`src/rtl/io_in_filter_if.sv`:
```
// Pad-side and consumer-side signals of io_in_filter, grouped per instance.
// The driver of the raw pads and flag clears uses master; the filter uses slave.
interface io_in_filter_if #(
  parameter int WIDTH = 3
);
  logic [WIDTH-1:0] pad;
  logic [WIDTH-1:0] ev_clr;
  logic [WIDTH-1:0] val;
  logic [WIDTH-1:0] rise;
  logic [WIDTH-1:0] fall;
  logic [WIDTH-1:0] ev_rise;
  logic [WIDTH-1:0] ev_fall;

  modport master (
    output pad, ev_clr,
    input  val, rise, fall, ev_rise, ev_fall
  );

  modport slave (
    input  pad, ev_clr,
    output val, rise, fall, ev_rise, ev_fall
  );
endinterface

```
`src/rtl/io_in_filter.sv`:
```
// Multi-channel pad conditioner: per-channel synchroniser, consecutive-sample
// glitch filter, registered rise/fall pulses and sticky, clearable edge flags.
module io_in_filter #(
  parameter int               WIDTH       = 3,
  parameter int               SYNC_STAGES = 2,
  parameter int               FILTER_LEN  = 1,
  parameter logic [WIDTH-1:0] RESET_VAL   = '0
) (
  input  logic           clk,
  input  logic           reset_n,
  io_in_filter_if.slave  bus
);

  localparam int               CNT_W    = $clog2(FILTER_LEN + 1);
  localparam logic [CNT_W-1:0] CNT_LAST = CNT_W'(FILTER_LEN - 1);

  logic [WIDTH-1:0]            sync_q [SYNC_STAGES];
  logic [WIDTH-1:0]            samp;
  logic [WIDTH-1:0][CNT_W-1:0] cnt_q, cnt_d;
  logic [WIDTH-1:0]            val_q, val_d;
  logic [WIDTH-1:0]            rise_q, rise_d;
  logic [WIDTH-1:0]            fall_q, fall_d;
  logic [WIDTH-1:0]            ev_rise_q, ev_rise_d;
  logic [WIDTH-1:0]            ev_fall_q, ev_fall_d;

  // NOTE: the chain is reset to RESET_VAL (not left unreset like a RAM) so a
  // pad held at its idle level through reset release never looks like an edge.
  always_ff @(posedge clk or negedge reset_n) begin
    if (!reset_n) begin
      for (int k = 0; k < SYNC_STAGES; k++) sync_q[k] <= RESET_VAL;
    end else begin
      // NOTE: non-blocking assignments make every stage take its neighbour's
      // old value, which is what turns this loop into a shift register.
      sync_q[0] <= bus.pad;
      for (int k = 1; k < SYNC_STAGES; k++) sync_q[k] <= sync_q[k-1];
    end
  end

  assign samp = sync_q[SYNC_STAGES-1];

  // A channel flips only after FILTER_LEN consecutive samples disagree with
  // val; any agreeing sample in between throws the partial count away.
  always_comb begin
    // NOTE: every output of this block gets a default first so no latch forms
    // on the paths where a channel is idle.
    val_d  = val_q;
    rise_d = '0;
    fall_d = '0;
    cnt_d  = '0;
    for (int i = 0; i < WIDTH; i++) begin
      if (samp[i] != val_q[i]) begin
        if (cnt_q[i] == CNT_LAST) begin
          val_d[i]  = samp[i];
          rise_d[i] = samp[i];
          fall_d[i] = ~samp[i];
        end else begin
          cnt_d[i] = cnt_q[i] + CNT_W'(1);
        end
      end
    end
  end

  // Set beats clear, so a pulse arriving with a clear is never lost.
  assign ev_rise_d = rise_q | (ev_rise_q & ~bus.ev_clr);
  assign ev_fall_d = fall_q | (ev_fall_q & ~bus.ev_clr);

  always_ff @(posedge clk or negedge reset_n) begin
    if (!reset_n) begin
      cnt_q     <= '0;
      val_q     <= RESET_VAL;
      rise_q    <= '0;
      fall_q    <= '0;
      ev_rise_q <= '0;
      ev_fall_q <= '0;
    end else begin
      cnt_q     <= cnt_d;
      val_q     <= val_d;
      rise_q    <= rise_d;
      fall_q    <= fall_d;
      ev_rise_q <= ev_rise_d;
      ev_fall_q <= ev_fall_d;
    end
  end

  assign bus.val     = val_q;
  assign bus.rise    = rise_q;
  assign bus.fall    = fall_q;
  assign bus.ev_rise = ev_rise_q;
  assign bus.ev_fall = ev_fall_q;

`ifndef SYNTHESIS
  a_rise_fall_excl : assert property (@(posedge clk) disable iff (!reset_n)
    (rise_q & fall_q) == '0);

  a_pulse_matches_level : assert property (@(posedge clk) disable iff (!reset_n)
    ((rise_q & ~val_q) | (fall_q & val_q)) == '0);

  for (genvar g = 0; g < WIDTH; g++) begin : g_cnt_chk
    a_cnt_bounded : assert property (@(posedge clk) disable iff (!reset_n)
      cnt_q[g] <= CNT_LAST);
  end
`endif

endmodule

```
`src/flat_wrapper.sv`:
```
// flat-port wrapper written by rule: the top's interface ports become plain ports
module io_in_filter_flat 
#(
  parameter int               WIDTH       = 3,
  parameter int               SYNC_STAGES = 2,
  parameter int               FILTER_LEN  = 1,
  parameter logic [WIDTH-1:0] RESET_VAL   = '0
)
  (clk, reset_n, bus_pad, bus_ev_clr, bus_val, bus_rise, bus_fall, bus_ev_rise, bus_ev_fall);
  io_in_filter_if #(.WIDTH(WIDTH)) bus_i ();
  input  logic clk;
  input  logic reset_n;
  input wire logic [$bits(bus_i.pad)-1:0] bus_pad;
  input wire logic [$bits(bus_i.ev_clr)-1:0] bus_ev_clr;
  output wire logic [$bits(bus_i.val)-1:0] bus_val;
  output wire logic [$bits(bus_i.rise)-1:0] bus_rise;
  output wire logic [$bits(bus_i.fall)-1:0] bus_fall;
  output wire logic [$bits(bus_i.ev_rise)-1:0] bus_ev_rise;
  output wire logic [$bits(bus_i.ev_fall)-1:0] bus_ev_fall;
  assign bus_i.pad = bus_pad;
  assign bus_i.ev_clr = bus_ev_clr;
  assign bus_val = bus_i.val;
  assign bus_rise = bus_i.rise;
  assign bus_fall = bus_i.fall;
  assign bus_ev_rise = bus_i.ev_rise;
  assign bus_ev_fall = bus_i.ev_fall;
  io_in_filter #(.WIDTH(WIDTH), .SYNC_STAGES(SYNC_STAGES), .FILTER_LEN(FILTER_LEN), .RESET_VAL(RESET_VAL)) u_core (.clk(clk), .reset_n(reset_n), .bus(bus_i));
endmodule
```
`config.mk`:
```
export PLATFORM = sky130hd
export DESIGN_NAME = io_in_filter_flat
export DESIGN_NICKNAME = d
export VERILOG_FILES = /design/src/rtl/io_in_filter_if.sv /design/src/rtl/io_in_filter.sv /design/src/flat_wrapper.sv
export SDC_FILE = /design/constraint.sdc
export NUM_CORES = 1
export LEC_CHECK = 0
export BUFFER_PORTS_ARGS = -buffer_cell sky130_fd_sc_hd__buf_4
export CELL_PAD_IN_SITES_DETAIL_PLACEMENT = 0
export CELL_PAD_IN_SITES_GLOBAL_PLACEMENT = 1
export CORE_MARGIN = 10
export CORE_UTILIZATION = 33
export CTS_CLUSTER_DIAMETER = 100
export CTS_CLUSTER_SIZE = 8
export DETAILED_ROUTE_END_ITERATION = 10
export PLACE_DENSITY = 0.78
export REMOVE_ABC_BUFFERS = 1
export SLEW_MARGIN = 20
export SYNTH_ARGS = -nofsm -noshare
export SYNTH_HDL_FRONTEND = slang
export SYNTH_SLANG_ARGS = --single-unit
export TNS_END_PERCENT = 5
```
`constraint.sdc`:
```
create_clock -name clk -period 1 [get_ports clk]
set_clock_uncertainty 0.05 [all_clocks]
set_input_delay 0 -clock clk [delete_from_list [all_inputs] [get_ports clk]]
set_output_delay 0 -clock clk [all_outputs]
set_load 0.05 [all_outputs]
```
# Yosys cells after proc, flatten, opt, wreduce, memory -nomap -nowiden

Index checks and enable logic that the tools add are counted.

Reduce and logical (&&, ||, !) cells: 3
Add/subtract/negate cells: 3
Eq/ne operators: 3
Bitwise operators: 11
Mux-type cells: 18

Operators with widths:

| kind                               | number |
|---|---|
| 2-to-1 mux 1 bit                   | 18 |
| AND 3 bit                          | 2 |
| NOT 1 bit                          | 6 |
| OR 3 bit                           | 2 |
| AND reduction 2 bit                | 3 |
| adder 1 bit, second input constant | 3 |
| inequality test 1 bit              | 3 |
| NOT 3 bit                          | 1 |

Output and inout port bits: 15
Logic and storage cells: 50
Input bits: 8
Register bits after elaboration: 24

# Depth between registers and ports, before layout

Depth in word-level cells: 3
Gate-level depth with buffers: 4
Depth with buffers taken out: 4

# Worst setup path before layout

No wires, ideal clock.

Kind: flip-flop to flip-flop
Start point: register u_core.val_q[0], in the netlist u_core.bus.val[0]
End point: register u_core.val_q[0], in the netlist u_core.bus.val[0]
Stages on the path, launching flop included: 5
Setup time: 0.123 ns
Slack: -0.327 ns
Data arrival time: 1.155 ns
Buffers on the path: 0
Path through: dfrtp_1 -> inv_1 -> ha_1 -> nand2_1 -> o21ai_1

Cells in the longest elaborated chain, start to end: 2

Ends and longest elaborated chain:

| item                                 | RTL line           | source |
|---|---|---|
| from (decl)                          | io_in_filter.sv:20 | `logic [WIDTH-1:0] val_q, val_d;` |
| from (signal assigned)               | io_in_filter.sv:77 | `val_q <= val_d;` |
| inequality test 1 bit                | io_in_filter.sv:51 | `if (samp[i] != val_q[i]) begin` |
| AND reduction 2 bit (no source line) | n/a                |  |

No other way between the ends.
A chain may end at the register's enable or synchronous reset.

# Worst setup path in the final report

Start point: register u_core.val_q[0], in the netlist u_core.bus.val[0]
End point: output port bus_val[0]

RTL lines:

| item      | RTL line           | source |
|---|---|---|
| to (decl) | flat_wrapper.sv:15 | `output wire logic [$bits(bus_i.val)-1:0] bus_val;` |

No word-level cell between the ends.

==> flow_summary.ini <==
[power]
clock_power_share = 0.112
p_sw_frac = 0.4283
internal-power_uw = 1937
p_comb_frac = 0.533
leakage_uw = 0.0005911
p_per_area_nw_per_um2 = 3073
fin_total_pwr_uw = 3387
switching_power_uw = 1451
power_frac_seq = 0.355
ir_worst_vdd_uv = 1424

[floorplanning]
rows = 16
dieArea_um2 = 4388
die_x_um = 66.24
core-area_um2 = 2002
start_util = 0.3525
ioPinCount = 23
die_h_um = 66.24

[layout]
antenna_cells = 0
final_layout_size_suffix_gt1_frac = 0.3953
final_nets = 101
final_cell_mix = 21 x buf_4, 21 x dfrtp_1, 9 x inv_1
area_growth_pct = 56.21

[critical_path]
cp.arrival_ns = 0.95
worstPathMaxFanout = 3
worstPathCellList = buf_6, buf_8
timing.rr.start = u_core.bus.val[1]
critical_path_class = flip-flop to primary output
cp-end-kind = primary output
cp_top_family = flip-flops
critPathMaxStageDelay_ns = 0.40
crit_buf_inv = 2
crit_required_ns = 0.95
crit_start = u_core.bus.val[0]
slowest_stage = dfrtp_1
critPathLaunchType = flip-flop

[detailed_routing]
final_antenna_net_count = 0
vias_per_cell = 4.035
routed_wirelength_mm = 1.165
drc = 0
avgRoutedWirePerCell_um = 10.31
drt-initial-drc-count = 12
drtPass1Iterations = 3
num_vias = 456

[placed_design]
gp_congestion = 0.6852
hpwl_um = 869.9
post-place-ws_ns = 0.03661
port_buffers = 22

[run_status]
violations = setup timing
status = finished with violations

[sta]
finalHoldViolCount = 0
slew-limit-headroom = 0.8299
setup_viol = 1
fin_ws_ns = -0.001875
worst_slew_pin_slew_ns = 0.2551
maxSlewViolCount = 0
fmax_ghz = 0.9981
rsz0062_at_grt = true
min_period_over_period = 1.002
fin_crit_ns = 1.002

[clock_tree]
clock-sinks = 21
cts_buffer_depth = 2
cts_tree = done
cts_made_buffers = 3
clock-root-buffer = clkbuf_4
clk_pin_slew_ns = 0.10
insertion_delay_ns = 0.29
htree_levels = 1

[grt]
grt_max_degree = 22
grt_pass1_wl_mm = 2.104
grt_overflow = 0
grtUsageTotal = 0.06121
grt_pass1_vias = 504
antenna_found_initial = 0

[logic_synthesis]
ys_warn_count = 0
avgSynthCellArea_um2 = 14.70
synthCells = 48
seq_area_frac_synth = 0.7447
synth_cell_types = 6
syn_area_um2 = 705.7
synth_seq_cells = 21

[flow_run]
maxCapViolCount = 0

[hold_path]
hp-class = input pin to asynchronous set/reset pin
## layout make-up
cell class / instances / area (um^2)
tap: 27 / 33.78
fill: 172 / 899.6
multi-input combinational: 18 / 176.4
clock buffer: 4 / 26.28
sequential: 21 / 525.5
inverter: 9 / 33.78
timing repair buffer: 34 / 306.5
## flip-flops by register name (all words and copies together) (netlist names)
signal and cells:
u_core.bus.rise 3, u_core.sync_q 3, u_core.bus.fall 3, u_core.bus.val 3, u_core.bus.ev_rise 3, u_core.samp 3
u_core.bus.ev_fall 3
## worst register-to-register path: stages (launching register included)
cell and delay, ns:
dfrtp_1 0.37, inv_1 0.05, ha_1 0.28, nand2_1 0.06, o21ai_1 0.06
## synth_stat cells
cell type,count,area (um^2)
dfrtp_1,21,525.5
ha_1,6,75.07
o21ai_1,3,15.01
inv_1,9,33.78
nand2_1,3,11.26
a21o_1,6,45.04
## repair_timing
| action | CTS | global route |
|---|---|---|
| endpoints found under the setup margin | 3 | 8 |
| gates resized for setup | 9 | 4 |
| setup buffers | 2 | 0 |
| pin swaps | 1 | 2 |
| hold endpoints to repair | 30 | 0 |
| hold buffers | 7 | 0 |
## power by group through the flow
| stage | combinational [uW] | clock (uW) | sequential, uW |
|---|---|---|---|
| 6_report | 1810 | 378 | 1200 |
| 5_1_grt | 1930 | 448 | 1240 |
| 4_1_cts | 1790 | 400 | 1200 |
| 3_5_place_dp | 1560 | 0 | 1210 |
| 3_3_place_gp | 1550 | 0 | 1200 |
| 2_1_floorplan | 216 | 0 | 1990 |
## cell families after synthesis
kind of cell	synth area share
compound gates	0.08510
flops	0.7447
buf+inv	0.04787
fa+ha+maj	0.1064
simple gates	0.01596
## through the flow
stage	setup TNS [ns]	instances	utilization	instance area, um^2	hold WS, ns
3_3_place_gp	0	100	0.4631	927.1	-0.1584
2_1_floorplan	-1.287	48	-	705.7	-0.3456
3_5_place_dp	0	100	0.4631	927.1	-0.1543
5_1_grt	-0.1939	113	0.5506	1102	0.06656
4_1_cts	-0.05373	113	0.5356	1072	0.06349
6_report	-0.001875	113	0.5506	1102	0.06467
## worst paths after layout
check,end,slack (ns),cells after the start
worst min-delay path,u_core.bus.ev_rise[0],0.06,2
worst min register to register,u_core.samp[0],0.31,0
worst max register to register,u_core.bus.val[1],0.03,4
max in group asynchronous,u_core.bus.fall[0],0.63,2
min in group clk,u_core.sync_q[5],0.30,2
worst max-delay path,bus_val[0],-0.002,2
## layer usage
layer,routed length (um),vias to the layer above,global-route usage,part of all wire
met5,0,-,0,0
met4,14,0,0.02356,0.012
met3,122,2,0.04407,0.10
met2,545,15,0.09928,0.47
met1,483,215,0.05882,0.41
li1,-,224,-,-
Note: power is estimated with default switching activity, not from simulation.
